### src/rtl/riscv_if_prefetch_pkg.sv
// Shared types for the instruction prefetcher: queue entry layout and fetch FSM states.
// Entry widths follow the default 32-bit XLEN / parcel configuration.
package riscv_if_prefetch_pkg;

  localparam int IFQ_XLEN        = 32;
  localparam int IFQ_PARCEL_SIZE = 32;

  typedef enum logic [1:0] {
    IDLE    = 2'd0,
    REQ     = 2'd1,
    DISCARD = 2'd2
  } ifq_state_t;

  typedef struct packed {
    logic [IFQ_PARCEL_SIZE-1:0] parcel;
    logic [IFQ_XLEN-1:0]        pc;
    logic                       misaligned;
    logic                       page_fault;
  } ifq_entry_t;

endpackage

### src/rtl/riscv_ifq_fifo.sv
// Parcel queue: DEPTH-entry FIFO of ifq_entry_t, head readable the cycle after a push.
// No internal backpressure; the producer must never push into a full queue without a matching pop.
module riscv_ifq_fifo
  import riscv_if_prefetch_pkg::*;
#(
  parameter  int DEPTH = 4,
  localparam int AW    = $clog2(DEPTH),
  localparam int CW    = AW + 1
) (
  input  logic          clk,
  input  logic          rstn,
  input  logic          push,
  input  logic          pop,
  input  logic          clear,
  input  ifq_entry_t    push_dat,
  output ifq_entry_t    head,
  output logic [CW-1:0] cnt,
  output logic          empty,
  output logic          full
);

  ifq_entry_t    mem [DEPTH];
  logic [AW-1:0] wr_ptr;
  logic [AW-1:0] rd_ptr;

  always_ff @(posedge clk or negedge rstn) begin
    if (!rstn) begin
      wr_ptr <= '0;
      rd_ptr <= '0;
      cnt    <= '0;
    end else if (clear) begin
      wr_ptr <= '0;
      rd_ptr <= '0;
      cnt    <= '0;
    end else begin
      if (push) wr_ptr <= wr_ptr + AW'(1);
      if (pop)  rd_ptr <= rd_ptr + AW'(1);
      cnt <= cnt + CW'(push) - CW'(pop);
    end
  end

  // Storage needs no reset: entries are only observed once cnt says they were written.
  always_ff @(posedge clk) begin
    if (push && !clear) mem[wr_ptr] <= push_dat;
  end

  assign head  = mem[rd_ptr];
  assign empty = (cnt == '0);
  assign full  = (cnt == CW'(DEPTH));

endmodule

### src/rtl/riscv_if_prefetch.sv
// IF front end: one outstanding imem read, parcels queued with PC/error flags; ack-to-valid 1 cycle,
// 0 cycles when RV_IF_PREFETCH_BYPASS_EN is defined. if_stall_nxt_pc holds the core off while busy or queue would fill.
module riscv_if_prefetch
  import riscv_if_prefetch_pkg::*;
#(
  parameter int XLEN        = IFQ_XLEN,
  parameter int PARCEL_SIZE = IFQ_PARCEL_SIZE,
  parameter int DEPTH       = 4
) (
  input  logic                      clk,
  input  logic                      rstn,
  input  logic [XLEN-1:0]           if_nxt_pc,
  output logic                      if_stall_nxt_pc,
  input  logic                      if_stall,
  input  logic                      if_flush,
  output logic [PARCEL_SIZE-1:0]    if_parcel,
  output logic [XLEN-1:0]           if_parcel_pc,
  output logic [PARCEL_SIZE/16-1:0] if_parcel_valid,
  output logic                      if_parcel_misaligned,
  output logic                      if_parcel_page_fault,
  output logic [XLEN-1:0]           imem_adr,
  output logic                      imem_req,
  input  logic                      imem_ack,
  input  logic                      imem_err,
  input  logic [PARCEL_SIZE-1:0]    imem_q
);

  localparam int CW = $clog2(DEPTH) + 1;

  ifq_state_t      state_q, state_d;
  logic [XLEN-1:0] adr_q;
  logic [CW-1:0]   q_cnt;
  logic            q_empty, q_full;
  ifq_entry_t      q_head, push_dat, rsp_entry, head;
  logic            push, pop, accept, rsp, pc_misaligned;
  logic            byp_vld, byp_take, head_vld;
  logic [CW:0]     occupancy;

  // An outstanding read reserves a slot so its parcel always has room on return.
  assign occupancy       = {1'b0, q_cnt} + {{CW{1'b0}}, (state_q == REQ)};
  assign if_stall_nxt_pc = (state_q != IDLE) | q_full | (occupancy >= (CW+1)'(DEPTH));
  assign accept          = ~if_stall_nxt_pc & ~if_flush;
  assign pc_misaligned   = |if_nxt_pc[1:0];
  assign rsp             = imem_ack | imem_err;

  // Error takes priority over a coincident ack.
  always_comb begin
    rsp_entry            = '0;
    rsp_entry.parcel     = imem_err ? '0 : imem_q;
    rsp_entry.pc         = adr_q;
    rsp_entry.page_fault = imem_err;
  end

  always_comb begin
    state_d = state_q;
    unique case (state_q)
      IDLE:    if (accept && !pc_misaligned) state_d = REQ;
      REQ:     if (rsp) state_d = IDLE;
               else if (if_flush) state_d = DISCARD;
      DISCARD: if (rsp) state_d = IDLE;
      default: state_d = IDLE;
    endcase
  end

  always_ff @(posedge clk or negedge rstn) begin
    if (!rstn) begin
      state_q <= IDLE;
      adr_q   <= '0;
    end else begin
      state_q <= state_d;
      if (accept && !pc_misaligned) adr_q <= if_nxt_pc;
    end
  end

  assign imem_req = (state_q != IDLE);
  assign imem_adr = adr_q;

`ifdef RV_IF_PREFETCH_BYPASS_EN
  assign byp_vld = q_empty & (state_q == REQ) & imem_ack & ~imem_err & ~if_flush;
`else
  assign byp_vld = 1'b0;
`endif
  assign byp_take = byp_vld & ~if_stall;

  // Misaligned PCs skip the bus and enter the queue directly; only possible in IDLE, so never collides with a response.
  always_comb begin
    push     = 1'b0;
    push_dat = rsp_entry;
    if (accept && pc_misaligned) begin
      push                = 1'b1;
      push_dat            = '0;
      push_dat.pc         = if_nxt_pc;
      push_dat.misaligned = 1'b1;
    end else if ((state_q == REQ) && rsp && !if_flush && !byp_take) begin
      push = 1'b1;
    end
  end

  assign pop = ~q_empty & ~if_stall & ~if_flush;

  riscv_ifq_fifo #(
    .DEPTH(DEPTH)
  ) u_fifo (
    .clk      (clk),
    .rstn     (rstn),
    .push     (push),
    .pop      (pop),
    .clear    (if_flush),
    .push_dat (push_dat),
    .head     (q_head),
    .cnt      (q_cnt),
    .empty    (q_empty),
    .full     (q_full)
  );

  assign head     = byp_vld ? rsp_entry : q_head;
  assign head_vld = ~q_empty | byp_vld;

  assign if_parcel            = head.parcel;
  assign if_parcel_pc         = head.pc;
  assign if_parcel_valid      = {(PARCEL_SIZE/16){head_vld}};
  assign if_parcel_misaligned = head.misaligned & head_vld;
  assign if_parcel_page_fault = head.page_fault & head_vld;

endmodule
### config.mk
export PLATFORM = sky130hd
export DESIGN_NAME = riscv_if_prefetch
export DESIGN_NICKNAME = d
export VERILOG_FILES = /design/src/rtl/riscv_if_prefetch_pkg.sv /design/src/rtl/riscv_ifq_fifo.sv /design/src/rtl/riscv_if_prefetch.sv
export SDC_FILE = /design/constraint.sdc
export NUM_CORES = 1
export LEC_CHECK = 0
export BUFFER_PORTS_ARGS = -buffer_cell sky130_fd_sc_hd__buf_2
export CAP_MARGIN = 20
export CORE_AREA = 2 2 203 205
export CTS_CLUSTER_SIZE = 30
export DETAILED_ROUTE_END_ITERATION = 10
export DIE_AREA = 0 0 205 207
export GPL_ROUTABILITY_DRIVEN = 0
export PLACE_DENSITY_LB_ADDON = 0.05
export SLEW_MARGIN = 20
export SYNTH_ARGS = -nofsm -noshare
export SYNTH_HDL_FRONTEND = slang
export SYNTH_SLANG_ARGS = --single-unit
export TNS_END_PERCENT = 50
### constraint.sdc
create_clock -name clk -period 8.4 [get_ports clk]
set_input_delay 0.84 -clock clk [delete_from_list [all_inputs] [get_ports clk]]
set_output_delay 0.84 -clock clk [all_outputs]
set_load 0.03 [all_outputs]
# Word level (Yosys, flattened, before mapping)
# Memories as Yosys holds them, arrays and structs flattened.
# Index checks and enable logic that the tools add are counted.
# W data, S select, Z words.
[classes]
add_sub_neg = 5
order_cmp = 1
n_eq_ne = 6
n_mux = 16
bitwise_logic = 12
n_reduce_logical = 14
[op_table]
columns = ["operator", "n"]
rows = [
  ["$mux W66", 1],
  ["$mux W32", 1],
  ["$mux W2", 8],
  ["$pmux W2 S3", 1],
  ["$reduce_bool A2 Y1", 3],
  ["$and A1 B1 Y1", 5],
  ["$logic_and A1 B1 Y1", 5],
  ["$add A2 B1 Y2 const B", 2],
  ["$add A3 B1 Y4", 1],
  ["$ge A4 B3 Y1 const B", 1],
  ["$mux W1", 4],
  ["$ne A2 B2 Y1 const B", 2],
  ["$not A1 Y1", 4],
  ["$add A3 B1 Y3", 1],
  ["$eq A3 B3 Y1 const B", 1],
  ["$logic_not A3 Y1", 1],
  ["$mux W3", 1],
  ["$ne A3 B3 Y1 const B", 1],
  ["$or A1 B1 Y1", 3],
  ["$reduce_and A3 Y1", 1],
  ["$sub A3 B1 Y3", 1],
  ["$eq A2 B1 Y1 const B", 1],
  ["$eq A2 B2 Y1 const B", 1],
  ["$logic_not A1 Y1", 2],
  ["2 further kinds", 2],
]
[word_totals]
regBits = 41
ramBits = 264
inputBits = 70
out_inout_bits = 102
elab_cells = 60
mem_count = 1
[memory_table]
columns = ["memory", "depth", "width", "rd", "rd_ports_with_merged_regs", "write_ports", "line_no", "rtl"]
rows = [
  ["u_fifo.mem", 4, 66, 1, 0, 1, "riscv_ifq_fifo.sv:22", "ifq_entry_t mem [DEPTH];"],
]

# Longest topological paths before layout
# Gate-level depths: netlist of the first run.
[depth]
word_depth = 11
mapped_depth = 9
mapped_depth_nobuf = 9

# Hierarchy
# From an unflattened synthesis of the first run, not the netlist that was laid out.
[unflattened]
hier_cells = 550
area_unflattened_um2 = 11964.0
[by_module_without_submodules]
columns = ["mod", "instances", "cells_each", "area_per_inst_um2", "seq_area_each_um2"]
rows = [
  ["riscv_ifq_fifo", 1, 385, 9969.6, 8102.8],
  ["riscv_if_prefetch", 1, 165, 1994.4, 850.8],
]

# Worst setup path before layout of the first run
# Ideal clock, no wire load.
[synth_timing]
path_type = "input -> register"
from = "input port if_flush"
to = "memory u_fifo.mem[0][0] in the netlist's numbering (enable)"
setup_ps = 431
t_arrival_ps = 3157
t_required_ps = 7969
slack_ps = 4812
stages = 3
n_path_buf = 0
cell_sequence = "nor4_4 -> a22o_1 -> and2_1"
[synth_via]
elab_chain_cells = 7
word_cells_on_any_way = 10
classes_between = "4 x mux; 2 x bitwise; 4 x reduce/logical"
[synth_lines]
columns = ["item", "line_no", "rtl"]
rows = [
  ["start: declaration", "riscv_if_prefetch.sv:15", "input logic if_flush,"],
  ["$logic_not A1 Y1 or $not A1 Y1 (tied branches)", "riscv_ifq_fifo.sv:44, riscv_if_prefetch.sv:94, riscv_if_prefetch.sv:42", ""],
  ["$logic_and A1 B1 Y1 or $and A1 B1 Y1 (tied branches)", "riscv_if_prefetch.sv:94, riscv_if_prefetch.sv:42", ""],
  ["$mux W1 or $logic_and A1 B1 Y1 (tied branches)", "riscv_if_prefetch.sv:94, riscv_if_prefetch.sv:89", ""],
  ["$mux W1", "riscv_if_prefetch.sv:89", "if (accept && pc_misaligned) begin"],
  ["$logic_and A1 B1 Y1 (*)", "riscv_ifq_fifo.sv:44", "if (push && !clear) mem[wr_ptr] <= push_dat;"],
  ["$mux W1 (*)", "riscv_ifq_fifo.sv:44", ""],
  ["$mux W1 (implied by the code) (*)", "riscv_ifq_fifo.sv:44", ""],
  ["end: declaration", "riscv_ifq_fifo.sv:22", ""],
]
# Mark *: on every way between the ends. The rest lies on a longest branch, timed or not.

# Worst setup path after layout of the first run
[layout_timing]
from = "register u_fifo.rd_ptr[0]"
to = "output port if_parcel_pc[17]"
[layout_via]
elab_chain_cells = 1
[layout_lines]
columns = ["item", "line_no", "rtl"]
rows = [
  ["start: declaration", "riscv_ifq_fifo.sv:24", "logic [AW-1:0] rd_ptr;"],
  ["start signal: assignment", "riscv_ifq_fifo.sv:37", "if (pop) rd_ptr <= rd_ptr + AW'(1);"],
  ["$mem_v2 Z4 W66", "--", ""],
  ["end: declaration", "riscv_if_prefetch.sv:17", "output logic [XLEN-1:0] if_parcel_pc,"],
]
# Every way passes these cells.

==> results.yml, run 1 <==
power:
  p_sw_uw: 1680
  peakVddDrop_v: 0.000158
  seq_power_share_pct: 41.5
  p_comb_share_pct: 28.8
  clkPwrFrac_pct: 29.7
  switching_share_pct: 32.3
  totalPowerFinal_uw: 5200
  intPower_uw: 3520
  p_leak_uw: 0.00511
  power_density_nw_per_um2: 358
drt:
  dr.pass1.iters: 6
  wire_per_inst_um: 20.1
  via_per_inst: 4.47
  routed_wl_um: 26100
  drcViolationCount: 0
  ant_nets: 0
  num_vias: 5800
  drt_iter0_drc: 237
clocking:
  numCtsBuffers: 37
  numClockSinks: 305
  clockBufferDepth: 3
  htreeDepth: 2
  clkTransAtPathRegs_ns: 0.06
  cts_resized: 0
  insertion_delay_ns: 0.51
  cts_tree: "built"
  hold_buffers: 0
  post-cts-setup-buffers: 0
  clockRootBuffer: "clkbuf_16"
floorplanning:
  die_x_um: 205
  start_util_pct: 29.5
  dieArea_sq_um: 42400
  die_h_um: 207
  design.portCount: 172
  core_sq_um: 40400
  num_rows: 74
sta:
  hold_viol: 0
  fmax_mhz: 259
  finalSetupTns_ns: 0
  holdWs_ns: 0.434
  report.final.slew_viol_count: 0
  min_period_ns: 3.87
  grt_setup_unrepaired: "false"
  fin_crit_sh_pct: 46.0
  worstMarginPinSlew_ns: 0.998
  finalClockSkew_ns: 0.0211
  max-slew-margin-rel_pct: 32.9
  finalSetupViolCount: 0
outcome:
  status: "complete, no violations"
finish:
  antenna_cells: 0
  n_fill_cell: 3852
  fin_util_pct: 36.0
  finalInstanceArea_sq_um: 14500
  multi_input_area_sq_um: 2790
  syn_to_final_growth_pct: 22.0
  final_nets: 819
  layout-drive-gt1-share_pct: 47.0
  layout.area.seq_sq_um: 8960
placed_design:
  dp_hpwl_um: 15500
  post_dp_cell_area_sq_um: 13400
  portBuffers: 171
logic_synthesis:
  syn_area_sq_um: 11900
  async_reset_ff_share_pct: 13.4
  synth_edf_count: 264
  yosysWarnings: 0
  ys_seq_area_share_pct: 75.1
  synth_nets: 629
  synth_ff_type: "edfxtp_1"
  syn_area_per_cell_sq_um: 21.6
  syn_inst: 551
  synth-seq-cells: 305
  synth_cell_type_count: 36
global_routing:
  antenna_found_initial: 0
  overflow: 0
  grt_pass1_vias: 6654
  grt_pass1_wl_um: 40200
  grt_max_degree: 42
  grtUsageTotal_pct: 12.6
job:
  max_cap_violations: 0
setup_path:
  critical_path_class: "reg2out"
  cp_data_arrival_time_ns: 3.03
  cp.required_ns: 7.56
  cp_max_fo: 37
  cp-start-kind: "flip-flop"
  endpoint_kind: "output port"
hold_path:
  min_path_type: "in2async"
[placed cells by master (no fill, tap or decap), types with 2 or more instances in the layout]
cell	n
clkinv_2	3
clkinvlp_4	2
clkbuf_16	37
and2_4	4
a21oi_1	2
ha_1	7
edfxtp_1	264
or2_2	2
dfrtp_4	2
clkbuf_1	11
bufinv_16	5
dfrtp_1	39
or3_1	2
nor2b_1	4
nor3_1	2
buf_2	171
mux4_2	66
mux2_1	7
mux2_2	54
o21ai_0	2
inv_1	7
nand2_1	2
buf_4	7
a22o_1	3
clkinv_1	5
and2_1	34
nor2_1	5
[flip-flops by register name, indices dropped and copies added, names as in the netlist]
name / count
imem_adr: 32
state_q: 2
u_fifo.cnt: 3
u_fifo.mem: 264
u_fifo.rd_ptr: 2
u_fifo.wr_ptr: 2
[metrics by stage]
| stage | cells | setup WS, ns |
|---|---|---|
| 3_5_place_dp | 1234 | 4.80 |
| 3_3_place_gp | 1233 | 4.84 |
| 6_report | 1298 | 4.53 |
| 2_1_floorplan | 551 | 4.81 |
| 4_1_cts | 1298 | 4.32 |
| 5_1_grt | 1298 | 4.20 |
[cell usage after synthesis, types with 2 or more instances]
master	n	area share, %
nand2_1	2	0.063
mux2_1	7	0.66
nor3_1	2	0.084
buf_2	9	0.38
mux4_2	66	12
and2_1	38	2.0
ha_1	7	0.73
a21oi_1	3	0.13
clkbuf_1	5	0.16
a22o_1	3	0.22
or2_2	2	0.10
or3_1	2	0.10
buf_1	4	0.13
edfxtp_1	264	66
buf_6	5	0.47
nor2_1	5	0.16
buf_4	5	0.31
mux2_2	54	5.1
inv_1	7	0.22
nor2b_1	4	0.21
o21ai_0	2	0.084
dfrtp_1	41	8.6
[worst max-delay path: stages (launching register included)]
cell	delay [ns]
dfrtp_4	0.88
buf_4	0.77
mux4_2	0.64
buf_2	0.20
[path summary, 6_finish.rpt]
path | cells past startpoint | to | from | slack [ns]
max | 3 | if_parcel_pc[17] | u_fifo.rd_ptr[0] | 4.53
min | 2 | imem_adr[15] | rstn | 0.43
max reg2reg | 4 | u_fifo.mem[2][46] | state_q[1] | 5.48
min reg2reg | 1 | imem_adr[25] | imem_adr[25] | 0.52
max in group asynchronous | 2 | u_fifo.rd_ptr[0] | rstn | 7.49
min in group clk | 1 | imem_adr[25] | imem_adr[25] | 0.52
[layer usage]
metal	wire (um)	share of wire [%]	vias up	global-route usage [%]
li1	-	-	2596	-
met1	11100	42	3025	15.8
met2	13200	51	139	21.7
met3	1360	5.2	40	2.97
met4	522	2.0	0	3.75
met5	0	0	-	0
[cells by family (layout without fill, tap and decap cells)]
| kind of cell | count (synthesis) | after routing | share of synthesized area (%) |
|---|---|---|---|
| fa+ha+maj | 8 | 8 | 0.902 |
| compound gates | 11 | 11 | 0.619 |
| xor+xnor | 1 | 1 | 0.0735 |
| flops | 305 | 305 | 75.1 |
| buf+inv | 35 | 250 | 1.67 |
| simple gates | 63 | 63 | 3.33 |
| mux | 128 | 128 | 18.3 |
[final cells by class]
class                      count  area share, %
sequential                   305           61.6
multi-input combinational    211           19.2
clock buffer                  48           6.65
timing repair buffer         179           6.38
tap                          532           4.58
clock inverter                16           1.43
inverter                       7          0.181
[power groups by stage]
stage | logic, uW | clock network (uW) | registers, uW
final | 1490 | 1550 | 2160
after global routing | 1610 | 1650 | 2200
after CTS | 1540 | 1600 | 2170
after detailed placement | 1540 | 0 | 2200
after global placement | 1520 | 0 | 2190
after floorplan | 979 | 0 | 2270
(Power assumes the default switching activity.)
==> inputs of run 2 (changes only) <==
Settings changed: ABC_AREA from default to 1, CORE_AREA 2 2 203 205 to 2 2 205 207, DIE_AREA 0 0 205 207 to 0 0 207 209.
Clock period 8.4 ns to 3.7 ns, I/O delays scaled along.
==> run 2 against run 1 <==
Compared with the run above:
- clock skew shrank 0.0067 ns
- critical path depth rose by 2
- setup slack lost 3.8 ns
- clock-buffer cell count is 8 higher
- clock power increased by 120%
- worst hold slack worse by 0.37 ns
- critical endpoint is now if_parcel_pc[16]
==> results.yml, run 2 <==
setup_path:
  cp-start-kind: "flip-flop"
  ff2ff_setup_slack_ns: 1.29
  rr_worst_depth: 8
  critical_path_class: "reg2out"
  cp_max_fo: 53
  r2r-start: "state_q[1]"
  r2r_end: "u_fifo.mem[2][32]"
  endpoint_kind: "output port"
  cp.required_ns: 3.33
  cp_data_arrival_time_ns: 2.55
logic_synthesis:
  synth-seq-cells: 305
  synth_most_common_cell: "edfxtp_1"
  yosysWarnings: 0
  synthMuxAreaShare_pct: 0
  async_reset_ff_share_pct: 13.4
  syn_area_sq_um: 12200
  yosysTopAreaCellShare_pct: 65.0
  synth_ff_type: "edfxtp_1"
  yosys.area_share.adder_pct: 0.882
  synth_commonest_cells: "264 x edfxtp_1, 229 x nand2_1, 148 x nor2_1, 133 x o21ai_0, 64 x o22ai_1"
  synthSimpleGateAreaFrac_pct: 12.3
  synth_top_area_cell: "edfxtp_1"
  synth_top_family_by_area: "simple AND/OR/NAND/NOR gates"
  synth_compound_area_share_pct: 8.98
  synth_area_leaders: "edfxtp_1 65%, dfrtp_1 8.4%, nand2_1 7.0%, o21ai_0 5.5%, nor2_1 4.6%"
  synth_nets: 1107
  syn_area_per_cell_sq_um: 11.9
  ys_seq_area_share_pct: 73.4
  synth_edf_count: 264
  syn_inst: 1029
  synth_cell_type_count: 24
  synth_xor_area_share_pct: 0.0718
sta:
  min_period_ns: 2.92
  grt_setup_unrepaired: "false"
  fin_crit_sh_pct: 78.8
  finalSetupViolCount: 0
  finalClockSkew_ns: 0.0145
  report.final.slew_viol_count: 0
  fmax_mhz: 343
  finalSetupTns_ns: 0
  worstMarginPinSlew_ns: 0.857
  hold_viol: 0
  max-slew-margin-rel_pct: 42.9
  fin_ws_ns: 0.784
placed_design:
  dp.cells: 1697
  portBuffers: 171
  pre_cts_slack_ns: 1.07
  dp_hpwl_um: 18200
finish:
  finalNonFillerCells: 1766
  syn_to_final_growth_pct: 21.7
  antenna_cells: 0
  multi_input_area_sq_um: 2740
  fin_util_pct: 35.9
  layout_commonest_cell: "edfxtp_1"
  largest_reg_flops: 264
  regMostFlops: "u_fifo.mem"
  final_nets: 1277
  layout-drive-gt1-share_pct: 20.6
  layout.area.seq_sq_um: 8960
  final_cell_mix: "264 x edfxtp_1, 229 x nand2_1, 171 x buf_2"
  n_fill_cell: 4149
drt:
  dr.pass1.iters: 4
  num_vias: 7978
  drcViolationCount: 0
  wire_per_inst_um: 18.2
  ant_nets: 0
  via_per_inst: 4.52
  routed_wl_um: 32100
  drt_iter0_drc: 405
hold_path:
  worst_hold_path.endpoint: "imem_adr[26]"
  hp-start: "if_nxt_pc[26]"
  min_path_type: "in2reg"
  holdPathStages: 3
clocking:
  post-cts-setup-buffers: 0
  clkTransAtPathRegs_ns: 0.06
  cts_tree: "built"
  cts_resized: 0
  numClockSinks: 305
  clockRootBuffer: "clkbuf_16"
  clockBufferDepth: 3
  htreeDepth: 2
  numCtsBuffers: 38
  hold_buffers: 1
  insertion_delay_ns: 0.52
power:
  intPower_uw: 7460
  seq_power_share_pct: 39.1
  peakVddDrop_v: 0.000304
  power_density_nw_per_um2: 803
  totalPowerFinal_uw: 11900
  p_comb_share_pct: 32.3
  p_sw_uw: 4450
  switching_share_pct: 37.3
  p_leak_uw: 0.00603
  clkPwrFrac_pct: 28.7
global_routing:
  antenna_found_initial: 0
  grt_pass1_vias: 7965
  grt_pass1_wl_um: 48500
  overflow: 0
  grt_max_degree: 134
  grtUsageTotal_pct: 14.6
floorplanning:
  dieArea_sq_um: 43300
  die_h_um: 209
  die_x_um: 207
  start_util_pct: 29.5
  core_sq_um: 41300
  design.portCount: 172
  num_rows: 75
job:
  max_cap_violations: 0
outcome:
  status: "complete, no violations"
==> run 2: power by group through the flow <==
| stage | combinational (uW) | clock, uW | sequential [uW] |
|---|---|---|---|
| after floorplan | 2330 | 0 | 4980 |
| after global placement | 3950 | 0 | 4730 |
| after detailed placement | 3960 | 0 | 4720 |
| after CTS | 3960 | 3530 | 4660 |
| after global routing | 4230 | 3660 | 4700 |
| final | 3840 | 3410 | 4660 |
==> run 2: per-layer routing <==
layer,GRT usage (%),vias up,wire [um]
met1,19.4,3873,14700
met3,3.04,41,1310
met5,0,-,0
met2,24.6,151,15600
li1,-,3913,-
met4,3.57,0,462
==> run 2: metrics by stage <==
| step | hold WS, ns | area (sq um) |
|---|---|---|
| 2_1_floorplan | 0.0744 | 12200 |
| 3_5_place_dp | 0.487 | 13700 |
| 6_report | 0.0609 | 14800 |
| 5_1_grt | 0.0483 | 14800 |
| 3_3_place_gp | 0.480 | 13700 |
| 4_1_cts | 0.0328 | 14800 |
==> run 2: layout make-up <==
cell class                      instances  area share, %
Clock buffer                           56           7.14
Clock inverter                         12          0.582
Inverter                               60           1.53
Multi-Input combinational cell        602           18.5
Sequential cell                       305           60.4
Tap cell                              539           4.54
Timing Repair Buffer                  192           7.35
==> run 2: kinds of logic (layout without fill, tap and decap cells) <==
logic type,count (synthesis),count (layout)
adder cells (fa/ha/maj),8,8
AND/OR/NAND/NOR,391,391
XOR/XNOR,1,1
AO/OA/AOI/OAI,202,202
flip-flops,305,305
buffers and inverters,122,320
==> run 2: critical path, cell delays in order, from the launching register on <==
cell and delay, ns:
dfrtp_4 0.50, inv_4 0.44, buf_4 0.36, o21ai_0 0.11, o22ai_1 0.33, buf_2 0.28
==> run 2: worst max-delay path by stage <==
stage | endpoint | startpoint | cells past startpoint | slack, ns
final | if_parcel_pc[16] | u_fifo.rd_ptr[0] | 5 | 0.78
after floorplan | u_fifo.mem[0][0] | state_q[1] | 8 | -0.63
after global routing | if_parcel_pc[16] | u_fifo.rd_ptr[0] | 5 | 0.67
after global placement | u_fifo.mem[2][22] | if_flush | 7 | 1.09
after detailed placement | u_fifo.mem[2][22] | if_flush | 7 | 1.07
after CTS | if_parcel_pc[18] | u_fifo.rd_ptr[0] | 5 | 0.78
==> inputs of run 3 (changes only) <==
Clock period 3.7 ns to 3 ns, I/O delays scaled along.
==> run 3 against run 2 <==
Compared with the run above:
- sequential power grew 23%
- setup slack worse by 0.47 ns
- wire length increased by 1.8%
- sequential share of layout area down 1.5 points
- combinational power is 27% higher
- die area unchanged
- total power up 25%
- via count rose by 1.3%
- register-to-register slack lost 0.49 ns
==> results.yml, run 3 (synthesis gave the netlist of run 2 again) <==
drt:
  wire_per_inst_um: 18.2
  via_per_inst: 4.50
  wl_met3_um: 1390
  dr.pass1.iters: 6
  num_vias: 8079
  wl_met2_um: 15400
  routed_wl_um: 32700
  drt_iter0_drc: 432
  highest_layer: "met4"
  ant_nets: 0
  drcViolationCount: 0
  wl_met1_um: 15400
setup_path:
  endpoint_kind: "output port"
  critPathMaxStageDelay_ns: 0.68
  r2r-start: "u_fifo.cnt[2]"
  ff2ff_setup_slack_ns: 0.80
  crit_chain: "buf_4 -> o21ai_0 -> o22ai_1 -> buf_2"
  cp.required_ns: 2.70
  rr_worst_depth: 12
  slowest_stage: "buf_4"
  cp_max_fo: 66
  cp-start-kind: "flip-flop"
  critical_path_class: "reg2out"
  r2r_end: "u_fifo.cnt[2]"
  cp_data_arrival_time_ns: 2.38
global_routing:
  antenna_found_initial: 1
  grt_pass1_wl_um: 49900
  grtUsageTotal_pct: 14.9
  grt_max_degree: 134
  overflow: 0
  grt_pass1_vias: 8157
job:
  max_cap_violations: 0
clocking:
  clkTransAtPathRegs_ns: 0.06
  insertion_delay_ns: 0.52
  cts_tree: "built"
  numCtsBuffers: 36
  numClockSinks: 305
  post-cts-setup-buffers: 0
  clockBufferDepth: 3
  clockRootBuffer: "clkbuf_16"
  htreeDepth: 2
sta:
  max-slew-margin-rel_pct: 43.0
  worstMarginPinSlew_ns: 0.855
  fmax_mhz: 373
  report.final.slew_viol_count: 0
  min_period_ns: 2.68
  fin_crit_sh_pct: 89.4
  finalSetupViolCount: 0
  hold_viol: 0
  grt_setup_unrepaired: "false"
  finalClockSkew_ns: 0.0196
placed_design:
  dp_hpwl_um: 18600
  portBuffers: 171
  dp.cells: 1699
finish:
  final_nets: 1308
  regMostFlops: "u_fifo.mem"
  final_cell_mix: "264 x edfxtp_1, 229 x nand2_1, 171 x buf_2"
  finalNonFillerCells: 1796
  largest_reg_flops: 264
  syn_to_final_growth_pct: 24.9
  fin_util_pct: 36.9
  layout-drive-gt1-share_pct: 20.5
  layout_commonest_cell: "edfxtp_1"
outcome:
  status: "complete, no violations"
power:
  p_leak_uw: 0.00619
  power_density_nw_per_um2: 978
  peakVddDrop_v: 0.000435
hold_path:
  worst_hold_path.endpoint: "state_q[1]"
  holdPathStages: 4
  min_path_type: "in2reg"
  hp-start: "imem_ack"
floorplanning:
  dieArea_sq_um: 43300
  core_sq_um: 41300
  start_util_pct: 29.5
  die_x_um: 207
  num_rows: 75
  die_h_um: 209
  design.portCount: 172
[run 3: layout make-up]
class,instances,area (sq um)
antenna,1,2.50
clock buffer,44,982
clock inverter,20,174
fill,4155,26100
inverter,60,228
multi-input combinational,602,2740
sequential,305,8960
tap,539,674
timing repair buffer,225,1470
[run 3: worst max-delay path: cells and delay by family, from the launching register on]
| kind | cells | cell delay, ns |
|---|---|---|
| AO/OA/AOI/OAI | 2 | 0.53 |
| buffers and inverters | 2 | 0.95 |
| flip-flops | 1 | 0.36 |
[run 3: through the flow]
stage | instance area (sq um) | hold slack (ns) | TNS [ns] | worst slack [ns] | power [uW]
floorplan | 12200 | 0.00441 | -65.01 | -0.246 | 9000
global placement | 13700 | 0.458 | 0 | 0.751 | 10800
detailed placement | 13700 | 0.464 | 0 | 0.736 | 10800
CTS | 15200 | 0.0623 | 0 | 0.206 | 15200
global route | 15200 | 0.0683 | 0 | 0.0940 | 15700
finish | 15200 | 0.0880 | 0 | 0.317 | 14900
[run 3: worst max-delay path by stage]
stage	startpoint	endpoint	slack (ns)	depth (start not counted)
floorplan	state_q[1]	u_fifo.mem[0][0]	-0.25	8
global placement	u_fifo.rd_ptr[0]	if_parcel_page_fault	0.75	6
CTS	u_fifo.rd_ptr[0]	if_parcel_page_fault	0.21	6
finish	u_fifo.rd_ptr[1]	if_parcel_pc[13]	0.32	4
detailed placement	if_flush	u_fifo.mem[3][41]	0.74	8
global route	u_fifo.rd_ptr[0]	if_parcel_page_fault	0.09	6
[run 3: routing by layer]
| metal | global-route usage, % | vias up |
|---|---|---|
| li1 | - | 3964 |
| met1 | 20.7 | 3900 |
| met2 | 24.2 | 182 |
| met3 | 2.66 | 33 |
| met4 | 3.74 | 0 |
| met5 | 0 | - |
[run 3: report_power, final]
group	switching (uW)	internal, uW	total (uW)
Combinational	3610	1270	4880
Sequential	250	5480	5730
Clock	1700	2580	4280
[run 3: repair_timing]
item / in CTS / in global routing
gates resized for setup: 0 / 0
endpoints found under the hold margin: 65 / 0
hold buffers: 32 / 0
